$ cat src/rtl/fp_conv_sequencer.sv
// fp_conv_sequencer: round-robin shared 12-bit two's-complement to (S,E[2:0],F[3:0]) float converter
module fp_conv_sequencer #(
  parameter bit ROUND_EN = 1'b1
) (
  input  logic        clk,
  input  logic        rst,
  input  logic        a_valid,
  input  logic [11:0] a_data,
  output logic        a_ready,
  input  logic        b_valid,
  input  logic [11:0] b_data,
  output logic        b_ready,
  output logic        out_valid,
  input  logic        out_ready,
  output logic        out_s,
  output logic [2:0]  out_e,
  output logic [3:0]  out_f,
  output logic        out_id,
  output logic        busy
);
  localparam logic [2:0] IDLE  = 3'd0;
  localparam logic [2:0] ABS   = 3'd1;
  localparam logic [2:0] NORM  = 3'd2;
  localparam logic [2:0] ROUND = 3'd3;
  localparam logic [2:0] RESP  = 3'd4;
  logic [2:0]  state;
  logic        last_grant, id, s;
  logic [11:0] data, m, sh;
  logic [3:0]  lz, lz_n, f_n, f_r;
  logic [2:0]  e_n, e_r;
  logic        r_n, inc;
  assign busy    = state != IDLE;
  assign a_ready = state == IDLE && a_valid && (!b_valid || last_grant);
  assign b_ready = state == IDLE && b_valid && (!a_valid || !last_grant);
  always_comb begin
    lz_n = 4'd12;
    for (int i = 0; i < 12; i++) if (m[i]) lz_n = 4'(11 - i);
  end
  // the leading one lands in f[3]; lz==0 only happens for the 0x800 magnitude
  assign sh  = m >> (4'd7 - lz);
  assign e_n = lz == 4'd0 ? 3'd7 : lz <= 4'd7 ? 3'(4'd8 - lz) : 3'd0;
  assign f_n = lz == 4'd0 ? 4'hf : lz <= 4'd7 ? sh[4:1] : m[3:0];
  assign r_n = lz != 4'd0 && lz <= 4'd7 && sh[0];
  assign inc = ROUND_EN && r_n;
  assign e_r = !inc || f_n != 4'hf ? e_n : e_n == 3'd7 ? 3'd7 : e_n + 3'd1;
  assign f_r = !inc ? f_n : f_n != 4'hf ? f_n + 4'd1 : e_n == 3'd7 ? 4'hf : 4'h8;
  always_ff @(posedge clk or posedge rst) begin
    if (rst) begin
      state      <= IDLE;
      last_grant <= 1'b1;
      data       <= '0;
      id         <= 1'b0;
      s          <= 1'b0;
      m          <= '0;
      lz         <= '0;
      out_valid  <= 1'b0;
      out_s      <= 1'b0;
      out_e      <= '0;
      out_f      <= '0;
      out_id     <= 1'b0;
    end else begin
      case (state)
        IDLE: if (a_ready || b_ready) begin
          data       <= b_ready ? b_data : a_data;
          id         <= b_ready;
          last_grant <= b_ready;
          state      <= ABS;
        end
        ABS: begin
          s     <= data[11];
          m     <= data[11] ? -data : data;
          state <= NORM;
        end
        NORM: begin
          lz    <= lz_n;
          state <= ROUND;
        end
        ROUND: begin
          out_s     <= s;
          out_e     <= e_r;
          out_f     <= f_r;
          out_id    <= id;
          out_valid <= 1'b1;
          state     <= RESP;
        end
        RESP: if (out_ready) begin
          out_valid <= 1'b0;
          state     <= IDLE;
        end
        default: state <= IDLE;
      endcase
    end
  end
endmodule

$ cat config.mk
export PLATFORM = sky130hd
export DESIGN_NAME = fp_conv_sequencer
export DESIGN_NICKNAME = d
export VERILOG_FILES = /design/src/rtl/fp_conv_sequencer.sv
export SDC_FILE = /design/constraint.sdc
export NUM_CORES = 1
export LEC_CHECK = 0
export ABC_AREA = 0
export CAP_MARGIN = 20
export CORE_MARGIN = 2
export CORE_UTILIZATION = 50
export CTS_BUF_LIST = sky130_fd_sc_hd__clkbuf_4 sky130_fd_sc_hd__clkbuf_8
export DETAILED_ROUTE_END_ITERATION = 16
export GPL_TIMING_DRIVEN = 1
export PLACE_DENSITY = 0.75
export SETUP_SLACK_MARGIN = 0.3
export SKIP_CTS_REPAIR_TIMING = 1
export SYNTH_ARGS = -nofsm -noshare
export SYNTH_HDL_FRONTEND = slang
export SYNTH_SLANG_ARGS = --single-unit
export TNS_END_PERCENT = 30
$ cat constraint.sdc
create_clock -name clk -period 3.45 [get_ports clk]
set_input_delay 0.8625 -clock clk [delete_from_list [all_inputs] [get_ports clk]]
set_output_delay 0.8625 -clock clk [all_outputs]
set_load 0.02 [all_outputs]
==> metrics.txt, run 1 <==
status finished clean; Seq pwr share 34.7%; switching power share of the total 45.12%; Vias 2214; setup TNS 0 ns; routability cong. 0.8488; HP Class reg2reg; P per Cell Area 1032 nW/um2; wire per inst 13.03 um; CTS buffer count 5; Achievable Freq 0.3257 GHz; routed wl met2 2544 um; share of layout cells above drive strength 1 8.929%; Leakage 0.001390 uW; die height 76.23 um; maximum fanout along the worst path 3; # rows 26; Area Overhead vs Synth 21.01%; Int Power 1788 uW; met3 wire len 276 um; vias in the first global route 2138; uppermost routed layer met4; num ports 42; Routed WL 5292 um; max_cap viols 0; initial core utilization 51.41%; Setup Skew 0.01176 ns; Min Clock Period, post-route 3.071 ns; relative slew slack 59.45%; synthesized area per cell 8.784 um2; post-synth net total 330; DP Worst Slack 0.3725 ns; Seq/Total Area, Yosys 42.25%; Multi-input gate area 1378 um2; clk buf depth 2; core area 5075 um2; # port buffers 41; final number of hold-violating endpoints 0; final setup violating endpoints 0; Psw 1470 uW; largest net degree at the start of global routing 27; Seq cells post-synth 44; Post-Syn Area 2609 um2; DR pass1 iterations 4; Yosys Warn Count 0; DP Wirelength 4055 um; ANT cells 0; Clock Latency Late Sink 0.30 ns; H-tree levels 2; Remaining Overflow, GRT 0; unrepaired setup endpoints after global routing no; final max-slew violation count 0; Post-DRT Antenna Nets 0; DRC errors left 0; clk root buf clkbuf_8; Critical Path Sink Type output port; Worst VDD drop 0.4965 mV; M1 wire length 2401 um; DIE AREA 5811 um2; data arrival time of the critical path 2.21 ns; Final period util 89.01%; hold slack 0.4743 ns; Fillers 468; Async S/R FF share, synth 100.0%; Register Area 1102 um2; Worst-Margin Slew 0.6061 ns; Nets 369; EDFF count, synth 0; die extent in x 76.23 um; placed cells 398; Worst EP required 2.59 ns; CTS sink cnt 44; Most used DFF post-synth dfrtp_1; Startpoint Class input pin; first-pass GRT wire length 9639 um; initial antenna violation count 0; critical path class in2out; Gate power share 55.8%; Total GRT Usage 19.99%; Vias/cell 5.453; First DRT Iteration DRCs 121; CTS clk-pin slew, worst paths 0.08 ns; Netlist cell types 50; cell count after synthesis 297; final setup margin 0.3793 ns; Clock power frac 9.5%; Util after Layout 62.20%; Finished Layout Cells 406; CTS tree yes
-- cell usage in the layout, fill, tap and decap left out, types with 3 or more instances in the layout --
cell type        count
nand2_1             64
dfrtp_1             43
clkdlybuf4s50_1     41
nor2_1              36
a31oi_1             14
inv_1               12
a21oi_1             12
o21ai_0             11
xor2_1               8
o31ai_1              7
o21ai_1              6
nor3_1               5
clkbuf_8             5
buf_4                5
or4_1                4
mux4_2               4
mux2_1               4
a221oi_1             4
mux2i_1              4
ha_1                 4
nand3_1              3
nor2b_1              3
mux2_4               3
-- worst max-delay path, stage by stage --
cell and delay, ns:
clkdlybuf4s50_1 0.45, nand2b_1 0.09, nand3_1 0.11, inv_1 0.10, clkdlybuf4s50_1 0.60
-- power groups by stage --
stage / Combinational [uW] / Clock (uW) / Sequential (uW)
floorplan: 1460 / 0 / 1040
global placement: 1760 / 0 / 1120
detailed placement: 1810 / 0 / 1140
CTS: 1820 / 317 / 1130
global route: 2050 / 342 / 1190
finish: 1820 / 310 / 1130
-- flip-flops by register name, summed over array words and instances (netlist names) --
register    count
out_valid       1
out_f           4
out_e           3
out_id          1
lz              4
out_s           1
data           12
last_grant      1
state           3
m              12
id              1
s               1
-- kinds of logic (layout without fill, tap and decap cells) --
group           count (synthesis)  in the layout  synth area share, %
buf+inv                        27             66                4.940
simple gates                  127            127                20.96
mux                            17             17                9.304
fa+ha+maj                       4              4                1.919
xor+xnor                        9              9                3.022
flops                          44             44                42.25
compound gates                 69             69                17.60
-- synthesized netlist by cell type (3+ instances only) --
master / instances / area share [%]
a21oi_1: 12 / 2.3
a221oi_1: 4 / 1.3
a31oi_1: 14 / 3.4
clkbuf_1: 11 / 1.6
dfrtp_1: 43 / 41
ha_1: 4 / 1.9
inv_1: 12 / 1.7
mux2_1: 4 / 1.7
mux2_4: 3 / 1.7
mux2i_1: 4 / 1.5
mux4_2: 4 / 3.5
nand2_1: 64 / 9.2
nand3_1: 3 / 0.58
nor2_1: 36 / 5.2
nor2b_1: 3 / 0.72
nor3_1: 5 / 0.96
o21ai_0: 11 / 2.1
o21ai_1: 6 / 1.2
o31ai_1: 7 / 2.0
or4_1: 4 / 1.2
xor2_1: 8 / 2.7
-- worst paths after layout --
path	endpoint	cells after the start	slack [ns]	from
worst max-delay path	a_ready	5	0.38	b_valid
worst min-delay path	last_grant$_DFFE_PP1P_	2	0.47	last_grant$_DFFE_PP1P_
worst max register to register	out_f[1]$_DFFE_PP0P_	10	0.74	lz[0]$_DFFE_PP0N_
worst min register to register	last_grant$_DFFE_PP1P_	2	0.47	last_grant$_DFFE_PP1P_
max in group asynchronous	m[5]$_DFFE_PP0P_	4	1.88	rst
min in group asynchronous	out_s$_DFFE_PP0P_	2	0.87	rst
-- layout make-up --
| class | instances | share of cell area [%] |
|---|---|---|
| Multi-Input combinational cell | 226 | 43.64 |
| Inverter | 12 | 1.427 |
| Clock buffer | 6 | 2.418 |
| Sequential cell | 44 | 34.92 |
| Timing Repair Buffer | 47 | 14.67 |
| Clock inverter | 1 | 0.1585 |
| Tap cell | 70 | 2.774 |
-- per-stage QoR --
step,total power [uW],instance area (um2)
5_1_grt,3589,3157
2_1_floorplan,2505,2609
3_5_place_dp,2954,3060
6_report,3258,3157
3_3_place_gp,2878,3060
4_1_cts,3265,3142
-- routing by layer --
layer	global-route usage [%]	up-vias
met2	33.81	69
li1	-	1124
met1	26.45	1014
met5	0	-
met3	3.318	7
met4	6.182	0
Power figures use the tool's default switching activity.
==> run 2: changes to the inputs <==
- clock period: 3.45 -> 3.55 ns (I/O delays scaled with it)
==> metrics.txt, run 2 (synthesized netlist as in run 1, its figures left out) <==
Critical Path Most Common Cell clkdlybuf4s50_1; Post-DRT Antenna Nets 0; Worst path slowest cell clkdlybuf4s50_1; Worst-Margin Slew 0.5869 ns; initial core utilization 51.41%; status finished clean; final setup margin 0.4496 ns; die extent in x 76.23 um; critical path class in2out; Critical Path End a_ready; P per Cell Area 997.5 nW/um2; setup TNS 0 ns; Routed WL 5140 um; most frequent cells in the layout nand2_1 (64), dfrtp_1 (43), clkdlybuf4s50_1 (41); Clock power frac 9.9%; HP Class reg2reg; CTS sink cnt 44; largest net degree at the start of global routing 27; share of layout cells above drive strength 1 9.199%; unrepaired setup endpoints after global routing no; initial antenna violation count 0; Fillers 459; Setup Skew 0.006045 ns; CTS buffer count 5; routability cong. 0.8577; Clock Latency Late Sink 0.29 ns; # port buffers 41; DP Worst Slack 0.4480 ns; final setup violating endpoints 0; Final period util 87.33%; DP Wirelength 3909 um; biggest regs data: 12 flops, m: 12 flops; wire per inst 12.63 um; data arrival time of the critical path 2.21 ns; DR pass1 iterations 4; most common cell after layout, fill and taps aside nand2_1; Gate power share 55.4%; Area Overhead vs Synth 21.92%; DIE AREA 5811 um2; # rows 26; R2R Path End out_f[1]$_DFFE_PP0P_; switching power share of the total 44.80%; Startpoint Class input pin; Nets 369; die height 76.23 um; core area 5075 um2; Seq pwr share 34.6%; Vias 2219; Design Area, Final 3181 um2; Remaining Overflow, GRT 0; Critical path origin b_valid; worst-path cell chain clkdlybuf4s50_1 > nand2b_1 > nand3_1 > inv_1 > clkdlybuf4s50_1; First DRT Iteration DRCs 74; Leakage 0.001402 uW; CP max stage delay 0.60 ns; R2R depth 10; Int Power 1751 uW; reg2reg setup slack 0.80 ns; Achievable Freq 0.3225 GHz; DRC errors left 0; vias in the first global route 2137; Min Clock Period, post-route 3.100 ns; Psw 1421 uW; Vias/cell 5.452; CTS clk-pin slew, worst paths 0.08 ns; relative slew slack 60.73%; ANT cells 0; Total GRT Usage 19.61%; Worst EP required 2.66 ns; first-pass GRT wire length 9508 um; CTS tree yes; num ports 42; Area after DPL 3060 um2; max_cap viols 0; maximum fanout along the worst path 3; H-tree levels 2; final number of hold-violating endpoints 0; final max-slew violation count 0; clk root buf clkbuf_8; r2r startpoint lz[0]$_DFFE_PP0N_; clk buf depth 2; Worst VDD drop 0.3990 mV; Critical Path Sink Type output port
-- run 2: power by group through the flow --
stage                     clock [uW]  combinational (uW)  sequential [uW]
after floorplan                    0                1420             1010
after global placement             0                1710             1090
after detailed placement           0                1760             1100
after CTS                        330                1760             1090
after global routing             347                1980             1160
final                            315                1760             1100
-- run 2: cell type report --
cell class                      count  area, um2  area share (%)
Clock buffer                        6      82.58           2.596
Clock inverter                      2      10.01          0.3147
Sequential cell                    44       1102           34.66
Inverter                           12      45.04           1.416
Timing Repair Buffer               47      475.5           14.95
Multi-Input combinational cell    226       1378           43.31
Tap cell                           70      87.58           2.754
-- run 2: how the worst min path moves through the flow --
stage	startpoint	endpoint	slack, ns	cells past startpoint
2_1_floorplan	s$_DFFE_PP0P_	out_s$_DFFE_PP0P_	0.43	2
3_3_place_gp	s$_DFFE_PP0P_	out_s$_DFFE_PP0P_	0.45	2
3_5_place_dp	s$_DFFE_PP0P_	out_s$_DFFE_PP0P_	0.46	2
4_1_cts	s$_DFFE_PP0P_	out_s$_DFFE_PP0P_	0.48	2
5_1_grt	last_grant$_DFFE_PP1P_	last_grant$_DFFE_PP1P_	0.50	2
6_report	out_id$_DFFE_PP0P_	out_id$_DFFE_PP0P_	0.47	2
-- run 2: metrics by stage --
step / hold WS [ns] / total power, uW / util (%) / cells
after floorplan: 0.4331 / 2434 / - / 297
after global placement: 0.4517 / 2797 / 60.31 / 398
after detailed placement: 0.4590 / 2862 / 60.31 / 398
after CTS: 0.4783 / 3185 / 62.13 / 406
after global routing: 0.5039 / 3485 / 62.67 / 407
final: 0.4737 / 3173 / 62.67 / 407
-- run 2: per-layer routing --
layer / track usage (%) / wire length (um) / up-vias / part of all wire (%)
li1: - / - / 1127 / -
met1: 25.39 / 2369 / 1024 / 46
met2: 34.07 / 2500 / 58 / 49
met3: 3.436 / 197 / 10 / 3.8
met4: 5.273 / 73 / 0 / 1.4
met5: 0 / 0 / - / 0
-- run 2: worst max-delay path, delay by kind of cell --
kind                   cells  cell delay [ns]
AND/OR/NAND/NOR            2             0.18
buffers and inverters      3             1.14
==> run 3: changes to the inputs <==
- MAX_ROUTING_LAYER: unset -> met4
==> metrics.txt, run 3 (synthesized netlist as in run 1, its figures left out) <==
vias in the first global route 2138; DIE AREA 5811 um2; Vias 2219; clk buf depth 2; die extent in x 76.23 um; data arrival time of the critical path 2.21 ns; biggest regs data: 12 flops, m: 12 flops; CTS clk-pin slew, worst paths 0.08 ns; PnR Total Power 3168 uW; unrepaired setup endpoints after global routing no; Fillers 459; DR pass1 iterations 4; DP Wirelength 3909 um; first-pass GRT wire length 9515 um; initial core utilization 51.41%; status finished clean; Leakage 0.001402 uW; HP Class reg2reg; Vias/cell 5.452; setup TNS 0 ns; CTS sink cnt 44; core area 5075 um2; share of layout cells above drive strength 1 9.199%; Clock Latency Late Sink 0.29 ns; DRC errors left 0; Final period util 87.39%; First DRT Iteration DRCs 84; Worst VDD drop 0.3986 mV; largest net degree at the start of global routing 27; num ports 42; CTS tree yes; relative slew slack 60.64%; maximum fanout along the worst path 3; max_cap viols 0; R2R depth 10; Min Clock Period, post-route 3.102 ns; most common cell after layout, fill and taps aside nand2_1; # port buffers 41; die height 76.23 um; hold slack 0.4737 ns; Routed WL 5117 um; routability cong. 0.8714; Hold Path Depth 2; most frequent cells in the layout nand2_1 (64), dfrtp_1 (43), clkdlybuf4s50_1 (41); Remaining Overflow, GRT 0; Setup Skew 0.006078 ns; Startpoint Class input pin; Worst EP required 2.66 ns; Total GRT Usage 20.21%; final number of hold-violating endpoints 0; Critical Path Sink Type output port; clk root buf clkbuf_8; initial antenna violation count 0; # rows 26; P per Cell Area 996.2 nW/um2; CTS buffer count 5; ANT cells 0; Area Overhead vs Synth 21.92%; wire per inst 12.57 um; final max-slew violation count 0; Post-DRT Antenna Nets 0; critical path class in2out; Achievable Freq 0.3223 GHz; Util after Layout 62.67%; H-tree levels 2; Worst-Margin Slew 0.5883 ns; final setup violating endpoints 0; Nets 369
==> run 3: cell type report <==
type | instances | area (um2) | share of cell area (%)
sequential | 44 | 1102 | 34.66
tap | 70 | 87.58 | 2.754
multi-input combinational | 226 | 1378 | 43.31
clock buffer | 6 | 82.58 | 2.596
inverter | 12 | 45.04 | 1.416
timing repair buffer | 47 | 475.5 | 14.95
clock inverter | 2 | 10.01 | 0.3147
==> run 3: critical path: stages <==
cell             delay [ns]
clkdlybuf4s50_1        0.44
nand2b_1               0.09
nand3_1                0.09
inv_1                  0.10
clkdlybuf4s50_1        0.60
==> run 3: path summary, 6_finish.rpt <==
path / start / to / slack (ns)
max in group asynchronous: rst / m[10]$_DFFE_PP0P_ / 2.19
max: b_valid / a_ready / 0.45
min reg2reg: out_id$_DFFE_PP0P_ / out_id$_DFFE_PP0P_ / 0.47
min: out_id$_DFFE_PP0P_ / out_id$_DFFE_PP0P_ / 0.47
max reg2reg: lz[0]$_DFFE_PP0N_ / out_f[1]$_DFFE_PP0P_ / 0.81
min in group asynchronous: rst / out_valid$_DFFE_PP0P_ / 0.80
==> run 3: per-layer routing <==
metal | routed length, um | global-route usage (%)
met2 | 2514 | 34.07
met3 | 186 | 3.318
met4 | 63 | 5.273
met1 | 2353 | 25.55
met5 | 0 | -
==> run 3: per-stage QoR <==
step / std cells / worst slack [ns] / area [um2]
final: 407 / 0.4477 / 3181
after global placement: 398 / 0.4545 / 3060
after detailed placement: 398 / 0.4480 / 3060
after global routing: 407 / 0.3935 / 3181
after floorplan: 297 / 1.045 / 2609
after CTS: 406 / 0.4346 / 3153
==> run 3: power breakdown <==
group / internal (uW) / total (uW) / leakage (uW) / switching [uW]
Clock: 155 / 315 / 0.0000510 / 159
Sequential: 754 / 1100 / 0.000529 / 346
Combinational: 842 / 1750 / 0.000823 / 912
Total: 1750 / 3170 / 0.00140 / 1420
